**config.mk**
```make
export PLATFORM = sky130hd
export DESIGN_NAME = serial_ripple_subtractor
export DESIGN_NICKNAME = d
export VERILOG_FILES = /design/src/rtl/serial_ripple_subtractor_pkg.sv /design/src/rtl/full_subtractor.sv /design/src/rtl/serial_ripple_subtractor.sv
export SDC_FILE = /design/constraint.sdc
export NUM_CORES = 1
export LEC_CHECK = 0
export CELL_PAD_IN_SITES_DETAIL_PLACEMENT = 1
export CELL_PAD_IN_SITES_GLOBAL_PLACEMENT = 1
export CORE_ASPECT_RATIO = 1.5
export CORE_MARGIN = 5
export CORE_UTILIZATION = 36
export CTS_CLUSTER_SIZE = 30
export DETAILED_ROUTE_END_ITERATION = 12
export PLACE_DENSITY_LB_ADDON = 0.12
export RECOVER_POWER = 50
export SYNTH_ARGS = -nofsm -noshare
export SYNTH_HDL_FRONTEND = slang
export SYNTH_SLANG_ARGS = --single-unit
```
**constraint.sdc**
```tcl
create_clock -name clk -period 1.8 [get_ports clk]
set_input_delay 0.36 -clock clk [delete_from_list [all_inputs] [get_ports clk]]
set_output_delay 0.36 -clock clk [all_outputs]
set_load 0.005 [all_outputs]
```
**src/rtl/serial_ripple_subtractor_pkg.sv**
```systemverilog
// Shared types for the bit-serial subtractor: FSM state encoding.
package serial_ripple_subtractor_pkg;

  // Operation sequencing: wait for start, shift bits through the cell, present result.
  typedef enum logic [1:0] {
    IDLE = 2'd0,
    RUN  = 2'd1,
    DONE = 2'd2
  } state_e;

  // Width of the bit counter for a given operand width (never narrower than one bit).
  function automatic int cnt_width(input int width);
    cnt_width = (width > 1) ? $clog2(width) : 1;
  endfunction

endpackage

```
**src/rtl/full_subtractor.sv**
```systemverilog
// One-bit full subtractor cell: d = a - b - bin, with borrow-out.
module full_subtractor (
  input  logic a,
  input  logic b,
  input  logic bin,
  output logic d,
  output logic bout
);

  // Difference bit and borrow-out; a borrow arises when b exceeds a, or when
  // a equals b and a borrow is already pending.
  always_comb begin
    d    = a ^ b ^ bin;
    bout = (~a & b) | (~(a ^ b) & bin);
  end

endmodule

```
**src/rtl/serial_ripple_subtractor.sv**
```systemverilog
// Bit-serial unsigned subtractor: diff = a - b - bin computed LSB first over
// WIDTH cycles with a single full-subtractor cell and a registered borrow.
// Start/done handshake; the result is held until the next operation finishes.
module serial_ripple_subtractor
  import serial_ripple_subtractor_pkg::*;
#(
  parameter int WIDTH = 4
) (
  input  logic             clk,
  input  logic             rst,
  input  logic             start,
  input  logic [WIDTH-1:0] a,
  input  logic [WIDTH-1:0] b,
  input  logic             bin,
  output logic             busy,
  output logic             done,
  output logic [WIDTH-1:0] diff,
  output logic             bout
);

  localparam int CNT_W = cnt_width(WIDTH);
  localparam logic [CNT_W-1:0] CNT_LAST = CNT_W'(WIDTH - 1);

  state_e           state_q,   state_d;
  logic [CNT_W-1:0] cnt_q,     cnt_d;
  logic [WIDTH-1:0] a_sh_q,    a_sh_d;
  logic [WIDTH-1:0] b_sh_q,    b_sh_d;
  logic [WIDTH-1:0] diff_sh_q, diff_sh_d;
  logic             brw_q,     brw_d;
  logic [WIDTH-1:0] diff_q,    diff_d;
  logic             bout_q,    bout_d;
  logic             busy_q,    busy_d;
  logic             done_q,    done_d;

  logic             fs_d;
  logic             fs_bout;
  logic [WIDTH-1:0] diff_sh_nxt;

  full_subtractor u_cell (
    .a    (a_sh_q[0]),
    .b    (b_sh_q[0]),
    .bin  (brw_q),
    .d    (fs_d),
    .bout (fs_bout)
  );

  // New difference bit enters at the MSB so after WIDTH shifts bit 0 sits at the LSB.
  always_comb begin
    diff_sh_nxt = (diff_sh_q >> 1) | (WIDTH'(fs_d) << (WIDTH - 1));
  end

  // Next-state and datapath control; a start in DONE is accepted like one in IDLE.
  always_comb begin
    state_d   = state_q;
    cnt_d     = cnt_q;
    a_sh_d    = a_sh_q;
    b_sh_d    = b_sh_q;
    diff_sh_d = diff_sh_q;
    brw_d     = brw_q;
    diff_d    = diff_q;
    bout_d    = bout_q;
    busy_d    = 1'b0;
    done_d    = 1'b0;
    case (state_q)
      IDLE, DONE: begin
        if (start) begin
          a_sh_d    = a;
          b_sh_d    = b;
          brw_d     = bin;
          diff_sh_d = '0;
          cnt_d     = '0;
          busy_d    = 1'b1;
          state_d   = RUN;
        end else begin
          state_d   = IDLE;
        end
      end
      RUN: begin
        a_sh_d    = a_sh_q >> 1;
        b_sh_d    = b_sh_q >> 1;
        brw_d     = fs_bout;
        diff_sh_d = diff_sh_nxt;
        if (cnt_q == CNT_LAST) begin
          cnt_d   = '0;
          diff_d  = diff_sh_nxt;
          bout_d  = fs_bout;
          done_d  = 1'b1;
          state_d = DONE;
        end else begin
          cnt_d   = cnt_q + CNT_W'(1);
          busy_d  = 1'b1;
        end
      end
      default: begin
        state_d = IDLE;
      end
    endcase
  end

  // State, datapath and output registers; reset aborts any operation in flight.
  always_ff @(posedge clk or posedge rst) begin
    if (rst) begin
      state_q   <= IDLE;
      cnt_q     <= '0;
      a_sh_q    <= '0;
      b_sh_q    <= '0;
      diff_sh_q <= '0;
      brw_q     <= 1'b0;
      diff_q    <= '0;
      bout_q    <= 1'b0;
      busy_q    <= 1'b0;
      done_q    <= 1'b0;
    end else begin
      state_q   <= state_d;
      cnt_q     <= cnt_d;
      a_sh_q    <= a_sh_d;
      b_sh_q    <= b_sh_d;
      diff_sh_q <= diff_sh_d;
      brw_q     <= brw_d;
      diff_q    <= diff_d;
      bout_q    <= bout_d;
      busy_q    <= busy_d;
      done_q    <= done_d;
    end
  end

  assign busy = busy_q;
  assign done = done_q;
  assign diff = diff_q;
  assign bout = bout_q;

endmodule

```
==> impl_metrics.toml <==
[worst_setup_path]
crit_family = "buffers and inverters"
cp-start-kind = "flip-flop"
crit_path_max_incr_delay_ns = 0.50
worstSetupPathType = "flip-flop to primary output"
worst_path_max_delay_cell = "clkdlybuf4s50_1"
end_kind = "primary output"
cp.required_ns = 1.44
path_buf_inv = 1
cp.depth = 1
cp_cell_sequence = "clkdlybuf4s50_1"
ff2ff_path_depth = 2
crit_fanout = 2
crit_arrival_ns = 1.13

[power]
power_switching_share_pct = 34.45
powerDensity_nw_per_um2 = 1759
p_comb_share_pct = 42.9
peakVddDrop_mv = 0.8830
intPower_w = 0.001462
power_frac_seq_pct = 42.6
p_switching_w = 0.0007680
p_leak_nw = 0.5798
pwr-share-clk_pct = 14.6

[place]
gp_congestion = 0.7680
port_buffers = 18
place_ws_ns = 0.09563
hpwlAfterDp_mm = 1.479
place_area_um2 = 1237
place_inst = 134

[floorplanning]
die_h_um = 75.38
die_w_um = 53.59
initial_core_util_pct = 37.93
core_um2 = 2705
ioPinCount = 19
rows = 23
dieArea_um2 = 4040

[global_route]
antenna_found_initial = 0
grt_max_degree = 24
grt_pass1_vias = 783
grt_pass1_wl_mm = 3.698
grt_overflow = 0
grt_usage_pct = 12.91

[clock_network]
clk_pin_slew_ns = 0.08
clock_latency_ns = 0.27
cts_resized = 0
post-cts-setup-buffers = 0
cts_root_buf = "clkbuf_8"
cts_hold_buf = 0
cts_inserted_buffers = 3
cts_tree = "yes"
cts_buffer_depth = 2
cts.sinks = 23
htree_levels = 1

[drt]
ant_nets = 0
drc = 0
wirelength_mm = 2.109
first_pass_iters = 3
vias_per_cell = 4.949
drt_iter0_markers = 5
wl_per_cell_um = 15.28
num_vias = 683

[logic_synthesis]
avgSynthCellArea_um2 = 12.82
post_synth_main_area_contributors = "dfrtp_1, mux2_4, a22o_1"
syn-num-nets = 94
ys_seq_elements = 23
syn_inst = 80
yosysTopAreaCell = "dfrtp_1"
yosys_warnings = 0
seq_area_frac_synth_pct = 56.10
ys_types = 26
netlist.area_leader.share_pct = 56.10
syn-cell-area_um2 = 1026

[min_path]
min_path_cells = 2
hold_class = "flip-flop to flip-flop"

[cells_and_area]
stdcell_count = 138
nNetsFinal = 116
antenna_cells = 0
area.growth.synth_to_final_pct = 23.54
drive_gt1_share_pct = 12.87
fin_area_um2 = 1267
n_fill_cell = 317

[timing]
max_slew_margin_pct = 61.03
max_freq_mhz = 671.5
setup_viol = 0
worst_pin_slew_ns = 0.5845
drv_slew = 0
rsz0062_at_grt = "false"
finalClockSkew_ns = 0.001983
fin_crit_ns = 1.489
hold_violations = 0
setup_tns_ns = 0
setup_ws_ns = 0.3109
period_share_pct = 82.73

[status]
status = "completed"

[run]
maxCapViolations = 0
-- worst register-to-register path, delay by kind of cell (launching register included) --
kind	cells	cell delay, ns
DFF	1	0.57
muxes	1	0.41
and+or+nand+nor	1	0.39
-- routing by layer --
layer / vias to the layer above / global-route usage (%) / share of wire, % / routed length [um]
met2: 15 / 22.65 / 53 / 1120
met3: 5 / 2.544 / 3.7 / 79
met4: 0 / 7.670 / 2.7 / 56
met5: - / 0 / 0 / 0
met1: 342 / 14.07 / 40 / 852
li1: 321 / - / - / -
-- registers in the layout (all words and copies together), names as in the netlist --
name	count
diff_sh_q	3
b_sh_q	4
state_q	2
a_sh_q	4
bout	1
done	1
diff	4
cnt_q	2
brw_q	1
busy	1
-- final timing paths --
kind	slack (ns)	startpoint	endpoint
worst max-delay path	0.31	diff[1]	diff[1]
worst min-delay path	0.50	bout	bout
max in group asynchronous	0.73	rst	b_sh_q[3]
worst max register to register	0.31	state_q[0]	diff[0]
worst min register to register	0.50	bout	bout
min in group asynchronous	0.68	rst	a_sh_q[0]
-- cells in the mapped netlist (all sizes together) --
cell type,n
nor2,4
nand3b,1
nor2b,2
a22o,6
mux2,4
or3,1
dfrtp,23
inv,6
o22ai,3
a211oi,3
a21oi,5
a31oi,1
a221oi,1
ha,1
and2b,3
buf,3
o21ai,3
fa,1
or2b,2
nor3,2
mux2i,3
nand2,2
-- final cells by class --
type                            instances  area [um2]  share of cell area [%]
Timing Repair Buffer                   20       192.7                   15.20
Inverter                                6       22.52                   1.777
Multi-Input combinational cell         48       385.4                   30.40
Tap cell                               37       46.29                   3.653
Clock buffer                            4       45.04                   3.554
Sequential cell                        23       575.6                   45.41
-- placed cells by master, fill, tap and decap left out, types with 2 or more instances in the layout --
cell	n
dfrtp_1	23
clkdlybuf4s50_1	17
a22o_1	6
inv_1	6
a21oi_1	5
mux2_4	4
o21ai_0	3
nor2_1	3
o22ai_1	3
mux2i_1	3
a211oi_1	3
clkbuf_8	3
nand2_1	2
or2b_1	2
nor3_1	2
and2b_1	2
-- power by group through the flow --
stage | Combinational (W) | Clock, W | Sequential [W]
floorplan | 0.000742 | 0 | 0.000886
global placement | 0.000938 | 0 | 0.000959
detailed placement | 0.000979 | 0 | 0.000969
CTS | 0.000991 | 0.000341 | 0.000961
global route | 0.00106 | 0.000360 | 0.000988
finish | 0.000956 | 0.000324 | 0.000949
-- logic make-up (layout without fill, tap and decap cells) --
kind of cell / Yosys count / count (layout) / synth area share, %
buffers and inverters: 9 / 30 / 5.122
flip-flops: 23 / 23 / 56.10
adder cells (fa/ha/maj): 2 / 2 / 3.171
AND/OR/NAND/NOR: 17 / 17 / 11.71
AO/OA/AOI/OAI: 22 / 22 / 15.12
multiplexers: 7 / 7 / 8.781
-- per-stage QoR --
| stage | power (W) | hold slack [ns] | util (%) |
|---|---|---|---|
| floorplan | 0.001628 | 0.3619 | - |
| global placement | 0.001898 | 0.4667 | 45.74 |
| detailed placement | 0.001948 | 0.4889 | 45.74 |
| CTS | 0.002293 | 0.4556 | 47.41 |
| global route | 0.002412 | 0.5283 | 46.85 |
| finish | 0.002230 | 0.4966 | 46.85 |
Power figures use the tool's default switching activity.
